### config.mk
export PLATFORM = sky130hd
export DESIGN_NAME = sigma_delta_adc
export DESIGN_NICKNAME = d
export VERILOG_FILES = /design/src/rtl/sigma_delta_adc.sv
export SDC_FILE = /design/constraint.sdc
export NUM_CORES = 1
export LEC_CHECK = 0
export CORE_MARGIN = 2
export CORE_UTILIZATION = 35
export DETAILED_ROUTE_END_ITERATION = 12
export SETUP_SLACK_MARGIN = 0.4
export SYNTH_ARGS = -nofsm -noshare
export SYNTH_HDL_FRONTEND = slang
export SYNTH_SLANG_ARGS = --single-unit
export TNS_END_PERCENT = 20
### constraint.sdc
create_clock -name Clk -period 2.4 [get_ports Clk]
set_input_delay 0.72 -clock Clk [delete_from_list [all_inputs] [get_ports Clk]]
set_output_delay 0.72 -clock Clk [all_outputs]
set_load 0.005 [all_outputs]
### src/rtl/sigma_delta_adc.sv
// sigma_delta_adc: first-order sigma-delta ADC front end using an external
// comparator and RC integrator. The comparator output is synchronized and
// fed straight back as the 1-bit DAC. The same bit stream is decimated by
// counting ones over a free-running 2^DECIM_LOG2-cycle window.
//
// Ports:
//   Clk         system clock, rising edge
//   Reset       asynchronous, active-high reset
//   CompIn      comparator result (asynchronous to Clk)
//   FbOut       1-bit feedback to the RC integrator
//   Sample      decimated excess-128 sample (8'h80 = midscale)
//   SampleValid one-cycle strobe, high in the cycle Sample is updated
//   EarOut      hysteresis-thresholded level derived from Sample
module sigma_delta_adc #(
  parameter int unsigned DECIM_LOG2 = 8,
  parameter logic [7:0]  HYST_HI    = 8'd160,
  parameter logic [7:0]  HYST_LO    = 8'd96
) (
  input  logic       Clk,
  input  logic       Reset,
  input  logic       CompIn,
  output logic       FbOut,
  output logic [7:0] Sample,
  output logic       SampleValid,
  output logic       EarOut
);

  localparam int unsigned AW = DECIM_LOG2 + 1;

  logic                  r_sync1;
  logic                  r_sync2;
  logic                  r_FbOut;
  logic [DECIM_LOG2-1:0] r_WinCnt;
  logic [AW-1:0]         r_Acc;
  logic [7:0]            r_Sample;
  logic                  r_SampleValid;
  logic                  r_EarOut;

  logic                  w_win_end;
  logic [AW-1:0]         w_total;
  logic [7:0]            w_sample_next;

  // The window's last bit is still in sync2 on the closing edge, so it is
  // added here rather than waiting for it to reach the accumulator.
  assign w_win_end = &r_WinCnt;
  assign w_total   = r_Acc + AW'(r_sync2);

  // A full window of ones (Total = 2^DECIM_LOG2) does not fit the slice.
  always_comb begin
    w_sample_next = w_total[DECIM_LOG2-1 -: 8];
    if (w_total[DECIM_LOG2]) begin
      w_sample_next = '1;
    end
  end

  always_ff @(posedge Clk or posedge Reset) begin
    if (Reset) begin
      r_sync1 <= 1'b0;
      r_sync2 <= 1'b0;
      r_FbOut <= 1'b0;
    end else begin
      r_sync1 <= CompIn;
      r_sync2 <= r_sync1;
      r_FbOut <= r_sync2;
    end
  end

  always_ff @(posedge Clk or posedge Reset) begin
    if (Reset) begin
      r_WinCnt      <= '0;
      r_Acc         <= '0;
      r_Sample      <= 8'h80;
      r_SampleValid <= 1'b0;
    end else begin
      r_WinCnt      <= r_WinCnt + 1'b1;
      r_SampleValid <= 1'b0;
      if (w_win_end) begin
        r_Acc         <= '0;
        r_Sample      <= w_sample_next;
        r_SampleValid <= 1'b1;
      end else begin
        r_Acc <= w_total;
      end
    end
  end

  // Evaluated one edge after the Sample update so the new Sample is used.
  always_ff @(posedge Clk or posedge Reset) begin
    if (Reset) begin
      r_EarOut <= 1'b0;
    end else if (r_SampleValid) begin
      if (r_Sample >= HYST_HI) begin
        r_EarOut <= 1'b1;
      end else if (r_Sample <= HYST_LO) begin
        r_EarOut <= 1'b0;
      end
    end
  end

  assign FbOut       = r_FbOut;
  assign Sample      = r_Sample;
  assign SampleValid = r_SampleValid;
  assign EarOut      = r_EarOut;

endmodule

==> impl_metrics.csv <==
group,metric,value,unit
clock_network,clk-insertion-delay-late,0.32,ns
synthesis,synth_seq_cells,30,
synthesis,synth.yosys.seq_area_share,0.623,
clock_network,cts_root_buf,"clkbuf_4",
global_route,grt_first_pass_wirelength,3640,um
route,met1_length,951,um
clock_network,cts.htree.levels,2,
critical_path,critPathMaxStageDelay,0.52,ns
timing,timing.fmax,514,MHz
timing,post-route-period-util,0.811,
pwr,p_seq_frac,0.588,
synthesis,synth_nets,112,
synthesis,synthArstFlopShare,1.00,
synthesis,synth_ff_type,"dfrtp_1",
synthesis,synth_enable_flop_cells,0,
run,drv_cap,0,
layout,syn_to_final_growth,22.1,%
pwr,p_int,0.000741,W
route,drt_iter0_drc,15,
critical_path,cp.buffers_inverters,1,
place,place_hpwl,1420,um
synthesis,synth_area,1210,um2
synthesis,yosys_warnings,0,
timing,worst_pin_slew,0.390,ns
clock_network,clkTransAtPathRegs,0.09,ns
critical_path,worst_setup_path_end_kind,"primary output",
place,port_buffers,13,
die,core_area,3310,um2
critical_path,crit_fanout,4,
synthesis,synthCells,106,
clock_network,clockBufferDepth,2,
critical_path,crit_path_cell_trace,"clkdlybuf4s50_1",
pwr,leakage,0.676,nW
pwr,powerDensity,703,nW/um2
place,place_congestion,0.805,
synthesis,syn_avg_cell_area,11.4,um2
clock_network,cts_tree,"done",
timing,skew,0.00529,ns
pwr,p_switching,0.000294,W
die,die_h,62.7,um
layout,n_fill_cell,335,
synthesis,synth.most_common_cell,"dfrtp_1",
synthesis,synth_largest_area_cell,"dfrtp_1",
global_route,grt_max_degree,31,
critical_path,start_kind,"flop",
route,dr_wl_met2,959,um
timing,slew_headroom,0.738,
route,wl_met3,78,um
die,dieArea,3930,um2
global_route,gr-usage-all-layers,0.121,
die,die_width,62.7,um
timing,rsz0062_at_grt,"no",
critical_path,required,1.68,ns
die,start_util,0.364,
clock_network,cts_sinks,30,
route,ant_nets,0,
timing,fin_crit,1.95,ns
timing,timing.final.hold_violations,0,
route,avgViaCountPerCell,4.57,
timing,slew_viol_final,0,
synthesis,ys_types,23,
critical_path,arrival,1.23,ns
route,routed_wirelength,2030,um
layout,final_nets,135,
layout,fin_area,1470,um2
pwr,irDropWorstVdd,0.000450,V
timing,setup-violations-final,0,
critical_path,crit_family,"buffers and inverters",
clock_network,cts_inserted_buffers,5,
route,wl_per_cell,11.5,um
critical_path,critPathSlowestCell,"clkdlybuf4s50_1",
pwr,combPwrFrac,0.148,
synthesis,yosys-top-cells-area,"dfrtp_1 60%, nor2_1 6.8%, xnor2_1 4.4%",
route,drc_errors,0,
synthesis,yosysTopAreaCellShare,0.602,
route,highest_layer,"met4",
route,first_pass_iters,4,
die,num_io_pins,14,
pwr,power.share.clock,0.265,
layout,diodes,0,
min_path,hp-class,"flop to flop",
pwr,swShare,0.284,
place,place_area,1400,um2
timing,tns,0,ns
global_route,antenna_found_initial,0,
critical_path,path_class,"flop to primary output",
global_route,grt_overflow,0,
layout,layout-drive-gt1-share,0.115,
route,num_vias,804,
clock_network,holdBufCountCts,0,
global_route,grt_pass1_vias,834,
die,row_count,21,
status,status,"completed",
synthesis,ys_top_cells_by_count,"29 x dfrtp_1, 22 x nor2_1, 9 x a21oi_1",
## per-layer routing
layer / GRT usage / vias up
li1: - / 394
met1: 0.152 / 390
met2: 0.181 / 15
met3: 0.0396 / 5
met4: 0.0722 / 0
met5: 0 / -
## sequential cells by signal, indices dropped and copies added (netlist names)
| register | flops |
|---|---|
| EarOut | 1 |
| FbOut | 1 |
| Sample | 8 |
| SampleValid | 1 |
| r_Acc | 9 |
| r_WinCnt | 8 |
| r_sync1 | 1 |
| r_sync2 | 1 |
## metrics by stage
step | hold slack [ns] | total power (W) | util | cells | worst slack (ns)
5_1_grt | 0.389 | 0.00112 | 0.445 | 176 | 0.403
2_1_floorplan | 0.331 | 0.000726 | - | 106 | 0.652
6_report | 0.366 | 0.00104 | 0.445 | 176 | 0.454
3_5_place_dp | 0.346 | 0.000773 | 0.424 | 166 | 0.459
4_1_cts | 0.366 | 0.00105 | 0.441 | 175 | 0.435
3_3_place_gp | 0.333 | 0.000771 | 0.424 | 166 | 0.515
## layout make-up
type	instances	area, um2	share of cell area
Tap cell	46	57.6	0.0391
Timing Repair Buffer	17	159	0.108
Multi-Input combinational cell	69	433	0.294
Clock buffer	8	48.8	0.0331
Sequential cell	30	752	0.511
Inverter	6	22.5	0.0153
## power by group through the flow
stage	clock, W	sequential [W]	combinational [W]
6_report	0.000274	0.000608	0.000153
5_1_grt	0.000316	0.000617	0.000184
4_1_cts	0.000286	0.000609	0.000156
3_5_place_dp	0	0.000618	0.000154
3_3_place_gp	0	0.000618	0.000153
2_1_floorplan	0	0.000609	0.000118
## cell families (layout without fill, tap and decap cells)
kind of cell / Yosys count / after routing / synth area share
compound gates: 12 / 12 / 0.0571
xor+xnor: 12 / 12 / 0.0871
fa+ha+maj: 3 / 3 / 0.0311
buf+inv: 7 / 31 / 0.0228
flops: 30 / 30 / 0.623
simple gates: 42 / 42 / 0.178
## path summary, 6_finish.rpt
path / slack, ns / from / to / depth (start not counted)
setup / recovery: 0.45 / Sample[6] / Sample[6] / 1
hold / removal: 0.37 / r_sync1 / r_sync2 / 0
setup reg to reg: 0.53 / r_sync2 / Sample[2] / 7
hold reg to reg: 0.37 / r_sync1 / r_sync2 / 0
max in group asynchronous: 1.33 / Reset / Sample[7] / 3
min in group asynchronous: 0.77 / Reset / r_Acc[0] / 3
## worst reg2reg max path, delay by kind of cell (launching register included)
kind                     cells  cell delay, ns
AO/OA/AOI/OAI                2            0.44
AND/OR/NAND/NOR              2            0.40
flip-flops                   1            0.35
adder cells (fa/ha/maj)      2            0.35
buffers and inverters        1            0.19
## placed cells by master, fill, tap and decap left out
master / Yosys / final
nor3_1: 1 / 1
a21oi_1: 9 / 9
nor2b_1: 1 / 1
nor4b_4: 1 / 1
clkbuf_4: 0 / 5
o22ai_1: 1 / 1
o31a_1: 1 / 1
dfstp_2: 1 / 1
dfrtp_1: 29 / 29
inv_1: 6 / 6
nand2_1: 5 / 5
xor2_1: 6 / 6
nand3_2: 1 / 1
nor4_2: 0 / 1
nor2_1: 22 / 22
clkbuf_1: 0 / 3
and3_2: 1 / 1
a32oi_1: 1 / 1
dlygate4sd2_1: 0 / 1
and3_1: 3 / 3
nand4_1: 1 / 1
nor3_2: 1 / 1
ha_1: 3 / 3
xnor2_1: 6 / 6
nand3_1: 4 / 4
buf_4: 0 / 4
clkdlybuf4s50_1: 0 / 12
## repair_timing
| action | CTS | global route |
|---|---|---|
| setup endpoints to repair | 1 | 8 |
| setup buffers | 1 | 1 |
| pin swaps | 0 | 1 |
| resized for setup | 1 | 1 |
Note: power is estimated with default switching activity, not from simulation.
